[src/rtl/l1_core_request_buffer.sv]
// l1_core_request_buffer
// In-order request FIFO sitting between the core pipeline and the L1 core port.
// Core requests are buffered up to DEPTH deep and issued to the L1 one at a time.
// Each entry is retired when the L1 completes it. Read data comes back to the
// core as a one-cycle registered response. Writes get no response.
//
// Handshake: a request transfers on a rising edge where req_valid && req_ready.
// req_ready depends only on registered occupancy, so the core can hold
// req_valid high until it sees the transfer. A full buffer never accepts a new
// request, even when an entry is retired on that same edge.
module l1_core_request_buffer #(
  parameter int DATA_WIDTH   = 32,
  parameter int ADDRESS_BITS = 32,
  parameter int DEPTH        = 4,
  localparam int PTR_BITS    = $clog2(DEPTH),
  localparam int BE_BITS     = DATA_WIDTH / 8
) (
  input  logic                    clock,
  input  logic                    reset,
  // core request side
  input  logic                    req_valid,
  output logic                    req_ready,
  input  logic                    req_write,
  input  logic [BE_BITS-1:0]      req_byte_en,
  input  logic [ADDRESS_BITS-1:0] req_address,
  input  logic [DATA_WIDTH-1:0]   req_data,
  // core response side
  output logic                    resp_valid,
  output logic [DATA_WIDTH-1:0]   resp_data,
  output logic [ADDRESS_BITS-1:0] resp_address,
  output logic [PTR_BITS:0]       occupancy,
  // L1 core port
  output logic                    l1_read,
  output logic                    l1_write,
  output logic [BE_BITS-1:0]      l1_w_byte_en,
  output logic [ADDRESS_BITS-1:0] l1_address,
  output logic [DATA_WIDTH-1:0]   l1_data_in,
  input  logic                    l1_ready,
  input  logic                    l1_valid,
  input  logic [DATA_WIDTH-1:0]   l1_data_out,
  input  logic [ADDRESS_BITS-1:0] l1_out_address,
  // issue FSM state, for observation
  output logic [1:0]              debug_state
);

  typedef enum logic [1:0] {
    IDLE    = 2'd0,
    ISSUE   = 2'd1,
    WAIT_RD = 2'd2,
    WAIT_WR = 2'd3
  } state_t;

  localparam logic [PTR_BITS:0] FULL_COUNT = (PTR_BITS+1)'(DEPTH);

  state_t                    state;
  logic [PTR_BITS-1:0]       wr_ptr;
  logic [PTR_BITS-1:0]       rd_ptr;
  logic                      push;
  logic                      pop;

  logic                      mem_write   [DEPTH];
  logic [BE_BITS-1:0]        mem_byte_en [DEPTH];
  logic [ADDRESS_BITS-1:0]   mem_address [DEPTH];
  logic [DATA_WIDTH-1:0]     mem_data    [DEPTH];

  logic                      head_write;
  logic [BE_BITS-1:0]        head_byte_en;
  logic [ADDRESS_BITS-1:0]   head_address;
  logic [DATA_WIDTH-1:0]     head_data;

  assign req_ready   = (occupancy != FULL_COUNT);
  assign push        = reset && req_valid && req_ready;
  // The head entry retires on read data return or on the first idle L1 cycle after a write.
  assign pop         = ((state == WAIT_RD) && l1_valid) || ((state == WAIT_WR) && l1_ready);
  assign debug_state = state;

  assign head_write   = mem_write[rd_ptr];
  assign head_byte_en = mem_byte_en[rd_ptr];
  assign head_address = mem_address[rd_ptr];
  assign head_data    = mem_data[rd_ptr];

  // Entry storage: written at the tail on an accepted request; no reset needed.
  always_ff @(posedge clock) begin
    if (push) begin
      mem_write[wr_ptr]   <= req_write;
      mem_byte_en[wr_ptr] <= req_byte_en;
      mem_address[wr_ptr] <= req_address;
      mem_data[wr_ptr]    <= req_data;
    end
  end

  // Pointers wrap naturally (DEPTH is a power of two); occupancy holds when push and pop coincide.
  always_ff @(posedge clock) begin
    if (!reset) begin
      wr_ptr    <= '0;
      rd_ptr    <= '0;
      occupancy <= '0;
    end else begin
      if (push) wr_ptr <= wr_ptr + PTR_BITS'(1);
      if (pop)  rd_ptr <= rd_ptr + PTR_BITS'(1);
      case ({push, pop})
        2'b10:   occupancy <= occupancy + (PTR_BITS+1)'(1);
        2'b01:   occupancy <= occupancy - (PTR_BITS+1)'(1);
        default: occupancy <= occupancy;
      endcase
    end
  end

  // Issue FSM: latch the head onto the L1 bus, strobe for one cycle, wait for completion.
  always_ff @(posedge clock) begin
    if (!reset) begin
      state        <= IDLE;
      l1_read      <= 1'b0;
      l1_write     <= 1'b0;
      l1_w_byte_en <= '0;
      l1_address   <= '0;
      l1_data_in   <= '0;
      resp_valid   <= 1'b0;
      resp_data    <= '0;
      resp_address <= '0;
    end else begin
      l1_read    <= 1'b0;
      l1_write   <= 1'b0;
      resp_valid <= 1'b0;
      case (state)
        IDLE: begin
          if ((occupancy != '0) && l1_ready) begin
            state        <= ISSUE;
            l1_read      <= !head_write;
            l1_write     <= head_write;
            l1_w_byte_en <= head_byte_en;
            l1_address   <= head_address;
            l1_data_in   <= head_data;
          end
        end
        ISSUE: begin
          state <= l1_write ? WAIT_WR : WAIT_RD;
        end
        WAIT_RD: begin
          if (l1_valid) begin
            resp_valid   <= 1'b1;
            resp_data    <= l1_data_out;
            resp_address <= l1_out_address;
            state        <= IDLE;
          end
        end
        WAIT_WR: begin
          if (l1_ready) state <= IDLE;
        end
        default: state <= IDLE;
      endcase
    end
  end

endmodule

[config.mk]
export PLATFORM = sky130hd
export DESIGN_NAME = l1_core_request_buffer
export DESIGN_NICKNAME = d
export VERILOG_FILES = /design/src/rtl/l1_core_request_buffer.sv
export SDC_FILE = /design/constraint.sdc
export NUM_CORES = 1
export LEC_CHECK = 0
export CAP_MARGIN = 30
export CORE_MARGIN = 4
export CORE_UTILIZATION = 55
export CTS_BUF_LIST = sky130_fd_sc_hd__clkbuf_4 sky130_fd_sc_hd__clkbuf_8
export CTS_CLUSTER_DIAMETER = 80
export DETAILED_ROUTE_END_ITERATION = 16
export GPL_ROUTABILITY_DRIVEN = 0
export HOLD_SLACK_MARGIN = 0.15
export PLACE_DENSITY_LB_ADDON = 0.25
export SLEW_MARGIN = 25
export SYNTH_ARGS = -nofsm -noshare
export SYNTH_HDL_FRONTEND = slang
export SYNTH_SLANG_ARGS = --single-unit
[constraint.sdc]
create_clock -name clock -period 7.6 [get_ports clock]
set_clock_uncertainty 0.15 [all_clocks]
set_input_delay 0.76 -clock clock [delete_from_list [all_inputs] [get_ports clock]]
set_output_delay 0.76 -clock clock [all_outputs]
set_load 0.05 [all_outputs]
# Word-level counts from Yosys, hierarchy flattened
# Memory sizes are Yosys's and may differ from the RTL's. A register that Yosys moved wholly into a read port is not among the register bits.
# Cells that the tools add are included.
# word_totals
reg_bits	76
latchBits	0
ramBits	276
rom_bits	0
inputBits	138
out_inout_bits	141
memories	4
# op_classes
add_sub_neg	4
multipliers	0
n_div	0
n_lt_le_gt_ge	0
eq_ne	9
n_shift	0
mux	11
bitwise	0
reduce_logical	18
# mem_list
name	words	word_bits	read_ports	rd_clocked_by_memory_dff	write_ports	line	rtl
mem_address	4	32	1	1	1	63	logic [ADDRESS_BITS-1:0] mem_address [DEPTH];
mem_data	4	32	1	1	1	64	logic [DATA_WIDTH-1:0] mem_data [DEPTH];
mem_byte_en	4	4	1	1	1	62	logic [BE_BITS-1:0] mem_byte_en [DEPTH];
mem_write	4	1	1	1	1	61	logic mem_write [DEPTH];
# op_table
op	n
2-to-1 mux 2 bit	5
case mux 2 bit (4 select lines)	1
equality test 2 bit (second input constant)	3
inequality test 2 bit (second input constant)	3
case mux 3 bit (2 select lines)	1
AND reduction 2 bit	3
AND reduction 3 bit	2
logical AND 1 bit	5
adder 2 x 1 -> 2 bit (second input constant)	2
equality test 2 x 1 -> 1 bit (second input constant)	2
logical NOT 1 bit	4
2-to-1 mux 1 bit	4
adder 3 x 1 -> 3 bit (second input constant)	1
inequality test 3 bit (second input constant)	1
nonzero test 3 bit	1
subtractor 3 x 1 -> 3 bit (second input constant)	1
logical NOT 2 bit	1
nonzero test 2 bit	1
logical OR 1 bit	1

# Longest topological paths before layout
# Gate-level depths: netlist of run 1.
# depth
ltp_word	5
depth_mapped	9
depth_no_buf	9

# Worst setup path before layout of run 1
# OpenSTA, ideal clock, no wires.
# synth_timing
path_kind	register to register
from	register occupancy[0]
to	memory mem_address[0][0], enable pin
arrival_ps	4388
setup_slack_ps	2565
path_stages_with_launch	5
period_less_slack_ps	5035
cell_sequence	dfxtp_1 nor3b_1 inv_1 nand3_1 nor2_1
# synth_via
elab_chain_len	4
# synth_lines
item	line	rtl
start: declaration	31	output logic [PTR_BITS:0] occupancy,
start signal: assignment	102	2'b10: occupancy <= occupancy + (PTR_BITS+1)'(1);
start signal: assignment	103	2'b01: occupancy <= occupancy - (PTR_BITS+1)'(1);
start signal: assignment	104	default: occupancy <= occupancy;
inequality test 3 bit	71	assign req_ready = (occupancy != FULL_COUNT);
net req_ready	22	output logic req_ready,
logical AND 1 bit	72	assign push = reset && req_valid && req_ready;
2-to-1 mux 1 bit	84	if (push) begin
2-to-1 mux 1 bit (not written as such)	87	mem_address[wr_ptr] <= req_address;
end: declaration	63	
# The timed path passes the listed nets, and every way through them passes these cells.

# Worst setup path in the final report of run 1
# layout_timing
from	register occupancy[2]
to	output port req_ready
# layout_via
elab_chain_len	1
# layout_lines
item	line
inequality test 3 bit	71
end: declaration	22
# Every way passes these cells.

==> impl_metrics.env, run 1 <==
export IMPL_instances_no_fill=1638
export IMPL_holdCritStartpoint="resp_address[28]"
export IMPL_ys_async_sr_fraction_pct=0
export IMPL_internal_power_w=0.003773
export IMPL_setup_violations_final=0
export IMPL_p_sw_w=0.001117
export IMPL_clkPwrFrac_pct=39.2
export IMPL_synth_area_leader_cell="edfxtp_1"
export IMPL_fillers=1782
export IMPL_hp_class="register to register"
export IMPL_routed_wl_mm=33.72
export IMPL_timing_rr_start="occupancy[2]"
export IMPL_fmax_ghz=0.3085
export IMPL_cp_top_family="buffers and inverters"
export IMPL_pre_cts_slack_ns=3.827
export IMPL_cts_setup_buffers=0
export IMPL_grt_overflow=0
export IMPL_r2r_end="mem_address[0][21]"
export IMPL_clk_path_buf_depth=3
export IMPL_syn_area_per_cell_um2=15.99
export IMPL_slew_headroom_pct=36.88
export IMPL_max_stage_delay_ns=0.78
export IMPL_fin_crit_sh_pct=42.65
export IMPL_crit_buf_inv=2
export IMPL_synth_cell_types=34
export IMPL_vias_per_cell=5.427
export IMPL_end_kind="output pin"
export IMPL_drtIter0Drc=556
export IMPL_whs_path_depth=2
export IMPL_crit_cells=3
export IMPL_n_antenna_cell=0
export IMPL_cp_slowest_cell="clkdlybuf4s50_1"
export IMPL_core_area_mm2=0.02695
export IMPL_die_w_um=173.7
export IMPL_die_h_um=173.7
export IMPL_synth_edf_count=276
export IMPL_whs_endpoint="resp_address[28]"
export IMPL_routedWlPerCell_um=20.59
export IMPL_fin_setup_tns_ns=0
export IMPL_fin_nets=1388
export IMPL_cts_tree="done"
export IMPL_yosys_area_top_type_share_pct=54.90
export IMPL_syn_area_mm2=0.01510
export IMPL_power_frac_comb_pct=8.8
export IMPL_seq_power_share_pct=52.1
export IMPL_numClockSinks=422
export IMPL_initial_core_util_pct=56.01
export IMPL_power_density_mw_per_mm2=249.0
export IMPL_arrival_ns=2.33
export IMPL_cp_start_kind="register"
export IMPL_grt_use_total_pct=21.93
export IMPL_yosysWarnings=0
export IMPL_grt_pass1_wl_mm=51.38
export IMPL_status="finished clean"
export IMPL_synth_area_top_cells="edfxtp_1 55%, dfxtp_1 19%, mux4_2 10%, nand2_1 4.9%, o2bb2ai_1 3.9%"
export IMPL_antenna_left=0
export IMPL_cap_violations=0
export IMPL_ys_top_cells_by_count="276 x edfxtp_1, 196 x nand2_1, 146 x dfxtp_1"
export IMPL_grt_pass1_vias=9031
export IMPL_clk_insertion_delay_late_ns=0.57
export IMPL_row_count=60
export IMPL_tightest_slew_ns=0.9446
export IMPL_path_max_fanout=5
export IMPL_synth_most_common_cell="edfxtp_1"
export IMPL_power_leakage_nw=6.307
export IMPL_drive_gt1_share_pct=16.27
export IMPL_dp_hpwl_mm=21.41
export IMPL_io_buffers=278
export IMPL_synthFlopType="edfxtp_1"
export IMPL_finalCriticalPeriod_ns=3.241
export IMPL_layout_setup_ws_ns=4.359
export IMPL_clkTransAtPathRegs_ns=0.06
export IMPL_numCtsBuffers=66
export IMPL_hold_buffers=0
export IMPL_final_hold_violation_count=0
export IMPL_root_buffer="clkbuf_8"
export IMPL_drt_pass1_iter_count=4
export IMPL_cts_htree_levels=3
export IMPL_regToRegSetupSlack_ns=4.50
export IMPL_ys_ff_latch=422
export IMPL_switching_share_pct=22.84
export IMPL_vias=8890
export IMPL_drc=0
export IMPL_crit_type="register to output pin"
export IMPL_die_area_mm2=0.03016
export IMPL_yosysSeqAreaShare_pct=74.26
export IMPL_synthToLayoutAreaGrowth_pct=30.10
export IMPL_io_pins=279
export IMPL_syn_nets=1088
export IMPL_cts_resized=0
export IMPL_required_ns=6.69
export IMPL_irDropWorstVdd_mv=0.1619
export IMPL_antenna_found_initial=2
export IMPL_grt_setup_unrepaired="false"
export IMPL_crit_chain="nor3b_1 -> inv_1 -> clkdlybuf4s50_1"
export IMPL_slew_violations=0
export IMPL_grt_max_degree=75
export IMPL_whs_ns=0.3032
export IMPL_dp_cells=1515
export IMPL_reg2reg_depth=5
export IMPL_synthCells=944
==> sequential cells by signal, summed over array words and instances (netlist names), named ones only <==
register,cells
debug_state,2
l1_address,32
l1_data_in,32
l1_read,1
l1_w_byte_en,4
l1_write,1
mem_address,128
mem_byte_en,16
mem_data,128
mem_write,4
occupancy,3
rd_ptr,2
resp_address,32
resp_data,32
resp_valid,1
wr_ptr,2
==> metal layers <==
layer	global-route usage, %	up-vias	routed length, um
li1	-	4155	-
met1	26.10	4366	12920
met4	6.961	4	694
met3	6.565	56	2599
met5	0	-	33
met2	38.62	309	17480
==> power groups by stage <==
stage               Clock, W  Combinational (W)  Sequential, W
detailed placement         0           0.000430        0.00259
CTS                  0.00196           0.000433        0.00255
global route         0.00207           0.000455        0.00255
floorplan                  0           0.000131        0.00270
finish               0.00192           0.000429        0.00255
global placement           0           0.000423        0.00259
==> layout by cell type, fill, tap and decap left out, types with 2 or more instances in the layout <==
| cell | netlist | layout |
|---|---|---|
| clkinvlp_4 | 0 | 6 |
| clkdlybuf4s50_1 | 0 | 277 |
| clkinv_1 | 0 | 5 |
| or3_1 | 2 | 2 |
| o21ai_0 | 5 | 5 |
| dfxtp_1 | 146 | 144 |
| nor2_4 | 0 | 5 |
| o2bb2ai_1 | 68 | 68 |
| xor2_1 | 2 | 2 |
| ha_1 | 5 | 5 |
| nor2_1 | 10 | 6 |
| nand2_1 | 196 | 196 |
| buf_4 | 4 | 11 |
| nand2b_1 | 2 | 2 |
| nand3_1 | 3 | 3 |
| buf_16 | 0 | 3 |
| inv_1 | 14 | 13 |
| dfxtp_4 | 0 | 2 |
| clkbuf_8 | 0 | 79 |
| a21oi_1 | 71 | 71 |
| clkbuf_4 | 0 | 28 |
| mux4_2 | 69 | 69 |
| edfxtp_1 | 276 | 276 |
==> worst min-delay path: stages, from the launching register on <==
cell	delay, ns
dfxtp_1	0.31
nand2_1	0.05
a21oi_1	0.05
==> worst max path at each step <==
stage                             from                 end  slack, ns
final                     occupancy[2]           req_ready       4.36
after global routing      occupancy[2]           req_ready       4.24
after CTS                 occupancy[2]           req_ready       4.33
after detailed placement     req_valid  mem_address[2][25]       3.83
after global placement       req_valid  mem_address[3][29]       3.85
after floorplan           occupancy[0]   mem_address[0][0]       2.57
==> area by class of cell <==
type	instances	area (um^2)	area share, %
clock buffers	107	1297	6.607
clock inverters	14	86.33	0.4396
inverters	14	52.55	0.2676
multi-input cells	448	3600	18.33
flip-flops and latches	422	11220	57.12
well taps	341	426.7	2.173
repair buffers	292	2958	15.06
==> kinds of logic after synthesis <==
family	count (synthesis)	share of synthesized area, %
compound gates	147	6.614
xor+xnor	2	0.1161
buf+inv	74	2.147
flops	422	74.26
simple gates	223	5.951
fa+ha+maj	6	0.5470
mux	70	10.36
==> metrics by stage <==
| step | power, W | cell area (um^2) | utilization [%] |
|---|---|---|---|
| CTS | 0.004940 | 19590 | 72.69 |
| detailed placement | 0.003025 | 18210 | 67.56 |
| global placement | 0.003015 | 18150 | 67.34 |
| global route | 0.005079 | 19640 | 72.87 |
| floorplan | 0.002830 | 15100 | - |
| finish | 0.004890 | 19640 | 72.87 |
(Power assumes the default switching activity.)
==> run 2, diff against run 1 <==
CORE_UTILIZATION = 49   (was 55)
clock period = 2.8 ns   (was 7.6 ns; I/O delays follow)
==> run 2 against run 1 <==
Combinational power rose to 3.0 times the previous value. Clock power rose to 2.7 times the previous value. Cell area rose by 3.8%. Sequential share of layout area fell by 2.0 points. Wire length rose by 3.8%. Sequential cell count did not move. Hold slack got worse by 0.12 ns. Register-to-register slack got worse by 4.1 ns.
==> impl_metrics.env, run 2 (same netlist as run 1, synthesis figures left out) <==
export IMPL_die_h_um=183.5
export IMPL_fillers=2090
export IMPL_n_antenna_cell=0
export IMPL_pre_cts_slack_ns=0.2187
export IMPL_status="finished clean"
export IMPL_routedWlPerCell_um=19.95
export IMPL_slew_violations=0
export IMPL_io_pins=279
export IMPL_vias=9359
export IMPL_drc=0
export IMPL_slew_headroom_pct=39.23
export IMPL_drtIter0Drc=603
export IMPL_routed_wl_mm=35.02
export IMPL_cts_htree_levels=3
export IMPL_cts_resized=0
export IMPL_reg_top3="mem_address: 128 flops, mem_data: 128 flops"
export IMPL_final_hold_violation_count=0
export IMPL_cts_tree="done"
export IMPL_numClockSinks=422
export IMPL_power_leakage_nw=6.589
export IMPL_clkTransAtPathRegs_ns=0.06
export IMPL_required_ns=2.37
export IMPL_cap_violations=0
export IMPL_row_count=64
export IMPL_clk_path_buf_depth=3
export IMPL_dp_hpwl_mm=19.62
export IMPL_setup_violations_final=0
export IMPL_root_buffer="clkbuf_8"
export IMPL_end_kind="output pin"
export IMPL_fmax_ghz=0.3901
export IMPL_io_buffers=278
export IMPL_final_common_cell="clkdlybuf4s50_1"
export IMPL_die_area_mm2=0.03368
export IMPL_core_area_mm2=0.03051
export IMPL_numCtsBuffers=67
export IMPL_path_max_fanout=5
export IMPL_antenna_left=0
export IMPL_crit_type="register to output pin"
export IMPL_grt_overflow=0
export IMPL_fin_setup_tns_ns=0
export IMPL_grt_pass1_vias=9789
export IMPL_finalCriticalPeriod_ns=2.563
export IMPL_synthToLayoutAreaGrowth_pct=34.98
export IMPL_clk_insertion_delay_late_ns=0.55
export IMPL_layout_setup_ws_ns=0.2366
export IMPL_drt_pass1_iter_count=5
export IMPL_irDropWorstVdd_mv=0.3971
export IMPL_grt_setup_unrepaired="false"
export IMPL_hp_class="primary input to register"
export IMPL_die_w_um=183.5
export IMPL_fin_crit_sh_pct=91.55
export IMPL_tightest_slew_ns=0.9116
export IMPL_cp_start_kind="register"
export IMPL_grt_pass1_wl_mm=54.14
export IMPL_final_cell_mix="277 x clkdlybuf4s50_1, 276 x edfxtp_1, 196 x nand2_1"
export IMPL_antenna_found_initial=2
export IMPL_arrival_ns=2.13
export IMPL_initial_core_util_pct=49.48
export IMPL_grt_max_degree=75
export IMPL_vias_per_cell=5.333
export IMPL_grt_use_total_pct=20.60
export IMPL_fin_nets=1452
export IMPL_drive_gt1_share_pct=15.67
export IMPL_regToRegSetupSlack_ns=0.41
export IMPL_power_density_mw_per_mm2=653.8
-- run 2: cell types whose count changed in the layout (fill, tap and decap cells not counted), sizes merged --
| cell | change |
|---|---|
| inv | -1 |
| clkinv | +7 |
| clkbuf | -3 |
| buf | +1 |
| dlygate4sd3 | +62 |
| clkinvlp | -4 |
-- run 2: area by class of cell --
class,instances,area [um^2],share of cell area [%]
well taps,396,495.5,2.432
clock buffers,104,1275,6.257
multi-input cells,448,3602,17.68
repair buffers,355,3651,17.92
inverters,14,52.55,0.2579
clock inverters,16,75.07,0.3684
flip-flops and latches,422,11220,55.09
-- run 2: path summary, 6_finish.rpt --
kind,start,cells past startpoint,end
max,occupancy[0],3,req_ready
min,l1_data_out[13],3,resp_data[13]
max reg2reg,occupancy[0],9,occupancy[2]
min reg2reg,resp_data[22],2,resp_data[22]
-- run 2: metrics by stage --
stage | hold WS [ns] | utilization, % | total power [W] | instance area [um^2] | std cells
global placement | 0.2909 | 60.33 | 0.008216 | 18410 | 1573
finish | 0.1876 | 66.79 | 0.01332 | 20380 | 1755
floorplan | 0.2289 | - | 0.007680 | 15140 | 944
CTS | 0.1527 | 66.79 | 0.01349 | 20380 | 1755
detailed placement | 0.2959 | 60.33 | 0.008238 | 18410 | 1573
global route | 0.1536 | 66.79 | 0.01388 | 20380 | 1755
-- run 2: what timing repair did --
action                                  4_1_cts  5_1_grt
hold endpoints to repair                     62        0
buffers inserted                              0        0
endpoints found under the setup margin        0        0
hold buffers                                 62        0
-- run 2: metal layers --
metal / wire [um] / vias up / GRT usage [%]
li1: - / 4281 / -
met1: 14110 / 4664 / 25.91
met2: 17430 / 327 / 34.92
met3: 2439 / 83 / 5.204
met4: 1009 / 4 / 7.420
met5: 29 / - / 0
-- run 2: worst max-delay path, stage by stage, from the launching register on --
cell	delay, ns
dfxtp_4	0.36
nor3b_1	0.36
inv_2	0.11
clkdlybuf4s50_1	0.76
-- run 2: power by group --
part	total [W]	switching (W)	leakage, nW	internal (W)
combinational	0.00128	0.000731	2.18	0.000546
sequential	0.00690	0.0000784	3.69	0.00682
clock	0.00515	0.00225	0.719	0.00290
==> run 3, diff against run 2 <==
CORE_ASPECT_RATIO = 0.7   (was default)
CORE_UTILIZATION = 40   (was 49)
HOLD_SLACK_MARGIN = 0.12   (was 0.15)
==> run 3 against run 2 <==
Combinational power hardly changed. Wire length is 3.5% higher. Hold slack worse by 0.0056 ns. Clock power is 6.4% higher. Via count is 0.38% lower. Worst setup slack worse by 0.046 ns. Sequential share of layout area is 1.3 points lower. Critical path type unchanged. Largest cell class unchanged.
==> impl_metrics.env, run 3 (same netlist as run 1, synthesis figures left out) <==
export IMPL_grt_pass1_wl_mm=55.41
export IMPL_drive_gt1_share_pct=15.92
export IMPL_clkTransAtPathRegs_ns=0.07
export IMPL_drt_pass1_iter_count=5
export IMPL_pre_cts_slack_ns=0.1142
export IMPL_finalCriticalPeriod_ns=2.609
export IMPL_gr_usage_met1_pct=22.20
export IMPL_end_kind="output pin"
export IMPL_max_stage_delay_ns=0.75
export IMPL_regToRegSetupSlack_ns=0.38
export IMPL_grt_overflow=0
export IMPL_numClockSinks=422
export IMPL_layout_setup_ws_ns=0.1909
export IMPL_crit_buf_inv=2
export IMPL_cp_top_family="buffers and inverters"
export IMPL_row_count=59
export IMPL_grt_max_degree=75
export IMPL_slew_violations=0
export IMPL_hp_class="primary input to register"
export IMPL_cp_slowest_cell="clkdlybuf4s50_1"
export IMPL_routedWlPerCell_um=19.29
export IMPL_die_w_um=240.2
export IMPL_grt_use_total_pct=17.63
export IMPL_status="finished clean"
export IMPL_io_pins=279
export IMPL_synthToLayoutAreaGrowth_pct=38.12
export IMPL_grt_pass1_vias=9856
export IMPL_required_ns=2.37
export IMPL_fillers=3011
export IMPL_numCtsBuffers=67
export IMPL_cp_start_kind="register"
export IMPL_grt_use_met3_pct=4.673
export IMPL_irDropWorstVdd_mv=0.3784
export IMPL_dpl_cell_area_mm2=0.01856
export IMPL_crit_chain="nor3b_1 -> inv_2 -> clkdlybuf4s50_1"
export IMPL_final_area_mm2=0.02085
export IMPL_dp_hpwl_mm=20.34
export IMPL_routed_wl_mm=36.26
export IMPL_cts_tree="done"
export IMPL_tightest_slew_ns=0.9566
export IMPL_die_area_mm2=0.04096
export IMPL_multi_input_area_mm2=0.003602
export IMPL_initial_core_util_pct=40.57
export IMPL_final_common_cell="clkdlybuf4s50_1"
export IMPL_grt_setup_unrepaired="false"
export IMPL_final_hold_violation_count=0
export IMPL_fin_setup_tns_ns=0
export IMPL_cap_violations=0
export IMPL_top_usage_layer="met2"
export IMPL_cts_htree_levels=3
export IMPL_use_met2_pct=28.99
export IMPL_fin_crit_sh_pct=93.18
export IMPL_reg_top3="mem_address: 128 flops, mem_data: 128 flops"
export IMPL_utilization_pct=56.04
export IMPL_clk_path_buf_depth=3
export IMPL_drtIter0Drc=406
export IMPL_path_max_fanout=5
export IMPL_vias=9323
export IMPL_regArea_mm2=0.01122
export IMPL_cts_resized=0
export IMPL_clk_insertion_delay_late_ns=0.60
export IMPL_power_density_mw_per_mm2=656.2
export IMPL_final_cell_mix="277 x clkdlybuf4s50_1, 276 x edfxtp_1, 196 x nand2_1"
export IMPL_vias_per_cell=4.959
export IMPL_root_buffer="clkbuf_8"
export IMPL_io_buffers=278
export IMPL_power_leakage_nw=6.743
export IMPL_die_h_um=170.5
export IMPL_core_area_mm2=0.03721
export IMPL_antenna_found_initial=4
export IMPL_fmax_ghz=0.3833
export IMPL_setup_violations_final=0
export IMPL_drc=0
export IMPL_slew_headroom_pct=36.22
export IMPL_fin_nets=1478
export IMPL_crit_type="register to output pin"
export IMPL_antenna_left=0
export IMPL_arrival_ns=2.18
## run 3: cell type report
| cell class | instances | share of cell area [%] |
|---|---|---|
| Clock buffer | 108 | 6.349 |
| Antenna cell | 4 | 0.04801 |
| Tap cell | 488 | 2.928 |
| Multi-Input combinational cell | 448 | 17.28 |
| Clock inverter | 15 | 0.5281 |
| Timing Repair Buffer | 381 | 18.78 |
| Sequential cell | 422 | 53.83 |
| Inverter | 14 | 0.2520 |
## run 3: worst reg2reg max path: stages (launching register included)
cell     delay (ns)
dfxtp_4        0.36
nor3b_1        0.37
inv_2          0.11
nand3_2        0.11
ha_1           0.19
inv_1          0.06
fa_1           0.38
xor2_1         0.16
or3_1          0.32
a21oi_1        0.14
## run 3: what timing repair did
action,4_1_cts,5_1_grt
endpoints found under the setup margin,0,0
buffers inserted,0,0
endpoints found under the hold margin,140,0
hold buffers,85,0
## run 3: through the flow
step / cells / total power [W] / hold slack (ns)
3_3_place_gp: 1668 / 0.008228 / 0.2905
3_5_place_dp: 1668 / 0.008248 / 0.2953
5_1_grt: 1878 / 0.01424 / 0.1366
2_1_floorplan: 944 / 0.007680 / 0.2289
6_report: 1880 / 0.01368 / 0.1819
4_1_cts: 1876 / 0.01387 / 0.1204
## run 3: layer usage
| metal | share of wire (%) | vias up | wire [um] |
|---|---|---|---|
| met5 | 0.074 | - | 27 |
| met2 | 50 | 227 | 17950 |
| met3 | 5.1 | 82 | 1858 |
| met1 | 42 | 4666 | 15170 |
| li1 | - | 4344 | - |
| met4 | 3.4 | 4 | 1248 |
## run 3: worst paths after layout
kind              startpoint              end  cells after the start
min             req_data[22]  mem_data[3][22]                      1
min reg2reg  resp_address[5]  resp_address[5]                      2
max reg2reg     occupancy[0]     occupancy[2]                      9
max             occupancy[0]        req_ready                      3
## run 3: power breakdown
part           internal (W)  total [W]  switching, W
Sequential          0.00682    0.00691     0.0000871
Combinational      0.000573    0.00130      0.000725
Clock               0.00310    0.00548       0.00238
